===== src/rtl/button_debounce.sv =====
// Four-button debouncer: 2-flop synchronizer, per-button stable-sample counter, press pulses and sticky event flags.
// Optional 8-bit per-button press counters are built when BUTTON_PRESS_COUNT_EN is defined.
module button_debounce #(
  parameter int DEBOUNCE_CYCLES = 500000
) (
  input  logic        ipClk,
  input  logic        Reset,
  input  logic [3:0]  ipButtons,
  input  logic [3:0]  ipClearEvents,
  output logic [3:0]  opButtons,
  output logic [3:0]  opPressed,
  output logic [3:0]  opEvents
`ifdef BUTTON_PRESS_COUNT_EN
  ,
  output logic [31:0] opPressCount
`endif
);

  localparam int CW = (DEBOUNCE_CYCLES > 2) ? $clog2(DEBOUNCE_CYCLES) : 1;
  localparam logic [CW-1:0] CNT_LAST = CW'(DEBOUNCE_CYCLES - 1);

  logic [3:0] sync1_reg;
  logic [3:0] sync2_reg;
  logic [3:0] sample;
  logic [3:0] toggle;

  // Synchronizer idles at 1 so a reset looks like "all buttons released".
  always_ff @(posedge ipClk) begin
    if (Reset) begin
      sync1_reg <= 4'hF;
      sync2_reg <= 4'hF;
    end else begin
      sync1_reg <= ipButtons;
      sync2_reg <= sync1_reg;
    end
  end

  assign sample = ~sync2_reg;

  genvar gi;
  generate
    for (gi = 0; gi < 4; gi++) begin : g_debounce
      logic [CW-1:0] cnt_reg;
      logic [CW-1:0] cnt_next;
      logic          differ;

      assign differ     = sample[gi] ^ opButtons[gi];
      assign toggle[gi] = differ && (cnt_reg == CNT_LAST);

      // Any cycle matching the accepted state restarts the count from zero.
      always_comb begin
        cnt_next = '0;
        if (differ && (cnt_reg != CNT_LAST)) begin
          cnt_next = cnt_reg + CW'(1);
        end
      end

      always_ff @(posedge ipClk) begin
        if (Reset) begin
          cnt_reg <= '0;
        end else begin
          cnt_reg <= cnt_next;
        end
      end
    end
  endgenerate

  // Events are set from the registered pulse so a clear in the pulse cycle loses to the set.
  always_ff @(posedge ipClk) begin
    if (Reset) begin
      opButtons <= 4'h0;
      opPressed <= 4'h0;
      opEvents  <= 4'h0;
    end else begin
      opButtons <= opButtons ^ toggle;
      opPressed <= toggle & ~opButtons;
      opEvents  <= (opEvents & ~ipClearEvents) | opPressed;
    end
  end

`ifdef BUTTON_PRESS_COUNT_EN
  generate
    for (gi = 0; gi < 4; gi++) begin : g_press_count
      logic [7:0] count_reg;

      always_ff @(posedge ipClk) begin
        if (Reset) begin
          count_reg <= 8'h00;
        end else if (opPressed[gi]) begin
          count_reg <= count_reg + 8'h01;
        end
      end

      assign opPressCount[8*gi +: 8] = count_reg;
    end
  endgenerate
`endif

endmodule

===== config.mk =====
export PLATFORM = sky130hd
export DESIGN_NAME = button_debounce
export DESIGN_NICKNAME = d
export VERILOG_FILES = /design/src/rtl/button_debounce.sv
export SDC_FILE = /design/constraint.sdc
export NUM_CORES = 1
export LEC_CHECK = 0
export ABC_AREA = 1
export CORE_ASPECT_RATIO = 0.75
export CORE_MARGIN = 2
export CORE_UTILIZATION = 40
export CTS_CLUSTER_SIZE = 25
export DETAILED_ROUTE_END_ITERATION = 10
export PLACE_DENSITY = 0.66
export SYNTH_ARGS = -nofsm -noshare
export SYNTH_HDL_FRONTEND = slang
export SYNTH_SLANG_ARGS = --single-unit

===== constraint.sdc =====
create_clock -name ipClk -period 4 [get_ports ipClk]
set_clock_uncertainty 0.05 [all_clocks]
set_input_delay 0.6 -clock ipClk [delete_from_list [all_inputs] [get_ports ipClk]]
set_output_delay 0.6 -clock ipClk [all_outputs]
set_load 0.01 [all_outputs]

==> impl_metrics.csv <==
group,metric,value,unit
outcome,status,"finished clean",
yosys,muxShareOfSynthArea,0,%
global_route,antenna_found_initial,0,
power,clkPwrFrac,53.0,%
setup_path,worstSetupEndpointType,"output port",
layout,fill_cells,1118,
power,pwr_density_cell,391,nW/µm²
die,dieHeight,97.4,µm
placed_design,gp_congestion,0.898,
setup_path,reg2reg_slack,2340,ps
clock_network,cts_hold_buf,0,
routing,wl_per_cell,11.1,µm
setup_path,cp_num_buf_inv,1,
setup_path,cpPeakStageDelay,570,ps
sta,tightest_slew,726,ps
layout,drive_above_1_share,5.62,%
yosys,yosysWarningCount,0,
yosys,synth_xor_xnor_area_share,6.78,%
sta,timing.final.crit_period,1990,ps
yosys,synth_compound_area_share,4.60,%
yosys,ys.flop_type,"dfxtp_1",
setup_path,worst_path_dominant_cell_family,"buffers and inverters",
sta,setup_tns,0,ps
global_route,grt_max_degree,25,
placed_design,dp_cells,840,
die,std_cell_rows,34,
sta,hold_violations,0,
yosys,synth_top_family_by_area,"simple AND/OR/NAND/NOR gates",
sta,grt_setup_unrepaired,"false",
hold_path,hold_path.class,"register to register",
clock_network,path_clk_slew,70,ps
layout,num-nets-final,725,
run,cap_violations,0,
global_route,grt_pass1_vias,3822,
setup_path,arrival,1340,ps
power,netSwitchingFraction,18.6,%
layout,largest_register_ffs,76,
die,num_io_pins,22,
setup_path,worst_r2r_path_depth,6,
die,coreArea,11400,µm²
routing,drtIter0Drc,243,
routing,ant_nets,0,
setup_path,cp_slowest_cell,"clkdlybuf4s50_1",
power,combPwrFrac,1.3,%
yosys,synth_edf_count,0,
routing,dr.pass1.iters,4,
yosys,netlist_area,4650,µm²
sta,maxSlewHeadroom,51.4,%
clock_network,clock-sinks,96,
setup_path,worstPathMaxFanout,3,
yosys,synth_cells,681,
clock_network,postCtsSetupBuffers,0,
yosys,synthTopCellsByArea,"dfxtp_1, nor2_1, nand2_1, inv_1, nand3_1",
power,seqPwrFrac,45.7,%
routing,vias,4021,
sta,finalCritPeriodShare,49.6,%
layout,final_cells,856,
sta,setup_viol,0,
sta,drv_slew,0,
global_route,track_usage,16.4,%
global_route,grt_overflow_total,0,
power,p_int,1.71,mW
global_route,grt_first_pass_wirelength,16900,µm
yosys,synth_nets,699,
power,peakVddDrop,0.197,mV
placed_design,post-dp-hpwl,6990,µm
yosys,synth_seq_area_share,41.3,%
clock_network,htree_num_levels,3,
placed_design,placed_cell_area,4990,µm²
yosys,synth_common_cells,"nor2_1, nand2_1, dfxtp_1",
hold_path,worstHoldStart,"sync1_reg[0]$_SDFF_PP1_",
yosys,syn_avg_cell_area,6.83,µm²
yosys,synth_largest_area_cell,"dfxtp_1",
clock_network,insertion_delay,350,ps
clock_network,cts_made_buffers,9,
setup_path,crit_chain,"clkdlybuf4s50_1",
setup_path,regToRegStartpoint,"g_debounce[0].cnt_reg[0]$_SDFF_PP0_",
yosys,yosysMostFrequentCell,"nor2_1",
placed_design,io_buffers,21,
die,die_w,128,µm
yosys,yosys.area_share.adder,2.15,%
clock_network,cts_tree,"built",
die,initial_utilization,40.6,%
setup_path,reg2reg_to,"g_debounce[0].cnt_reg[17]$_SDFF_PP0_",
die,die_area,12500,µm²
routing,drc,0,
power,p_leak,1.72,nW
setup_path,cp-start-kind,"register",
layout,syn_to_final_growth,15.7,%
power,power.net_switching,391,µW
hold_path,holdPathStages,1,
yosys,synth_top_area_share,41.3,%
clock_network,clockRootBuffer,"clkbuf_16",
yosys,synth-seq-cells,96,
routing,routed_wl,9490,µm
yosys,synthSimpleGateAreaFrac,37.1,%
layout,n_antenna_cell,0,
setup_path,critPathRequiredTime,3350,ps
setup_path,worst-setup-path-type,"register to output port",
hold_path,worstHoldEndpoint,"sync2_reg[0]$_SDFF_PP1_",
yosys,synth-async-reset-ratio,0,%
routing,avgViaCountPerCell,4.70,
sta,fmax,0.504,GHz
clock_network,cts_buffer_depth,2,
layout,final_area,5380,µm²
yosys,ys_types,24,
clock_network,cts_resized,0,
worst register-to-register path, delay by kind of cell, from the launching register on:
kind | cells | cell delay (ps)
compound gates | 1 | 460
fa+ha+maj | 1 | 210
flops | 1 | 350
simple gates | 4 | 460
final cells by class:
class,count,area (µm²),area share (%)
multi-input combinational,493,2350,43.7
sequential,96,1920,35.7
inverter,86,323,6.00
clock buffer,9,225,4.19
timing repair buffer,21,210,3.91
tap,144,180,3.35
clock inverter,7,166,3.09
logic make-up after synthesis:
group,count (synthesis)
buf+inv,92
compound gates,39
xor+xnor,36
fa+ha+maj,8
simple gates,410
flops,96
through the flow:
step	util, %	hold slack, ps	worst slack [ps]	power, mW
2_1_floorplan	-	339	2550	1.00
3_3_place_gp	43.6	348	1710	1.01
3_5_place_dp	43.6	348	1630	1.01
4_1_cts	47.0	354	2000	2.13
5_1_grt	47.0	375	1800	2.17
6_report	47.0	356	2010	2.10
layer usage:
layer  up-vias  GRT usage (%)  part of all wire, %
met4         0           4.26                  1.1
li1       2146              -                    -
met5         -              0                    0
met2        68           25.4                   43
met3         7           5.07                  4.4
met1      1800           22.3                   52
how the worst max path moves through the flow:
stage | start | end | slack, ps | cells past startpoint
3_3_place_gp | Reset | g_debounce[1].cnt_reg[9]$_SDFF_PP0_ | 1710 | 4
4_1_cts | opButtons[3]$_SDFF_PP0_ | opButtons[3] | 2000 | 1
2_1_floorplan | g_debounce[0].cnt_reg[0]$_SDFF_PP0_ | opButtons[0]$_SDFF_PP0_ | 2550 | 7
5_1_grt | Reset | g_debounce[3].cnt_reg[12]$_SDFF_PP0_ | 1800 | 4
6_report | opButtons[3]$_SDFF_PP0_ | opButtons[3] | 2010 | 1
3_5_place_dp | Reset | g_debounce[3].cnt_reg[9]$_SDFF_PP0_ | 1630 | 4
cells in the final DEF (no fill, tap or decap), types with 9 or more instances in the layout:
cell type / n
clkdlybuf4s50_1: 21
xor2_1: 21
nand4_1: 13
nand2_1: 156
clkbuf_16: 9
xnor2_1: 15
inv_1: 86
nor2_1: 163
nand3_1: 47
dfxtp_1: 96
a21oi_1: 28
power by group through the flow:
stage,sequential [mW],clock [mW],combinational (mW)
floorplan,0.984,0,0.0168
global placement,0.984,0,0.0270
detailed placement,0.984,0,0.0277
CTS,0.962,1.14,0.0278
global route,0.962,1.17,0.0306
finish,0.962,1.11,0.0270
Power figures use the tool's default switching activity.
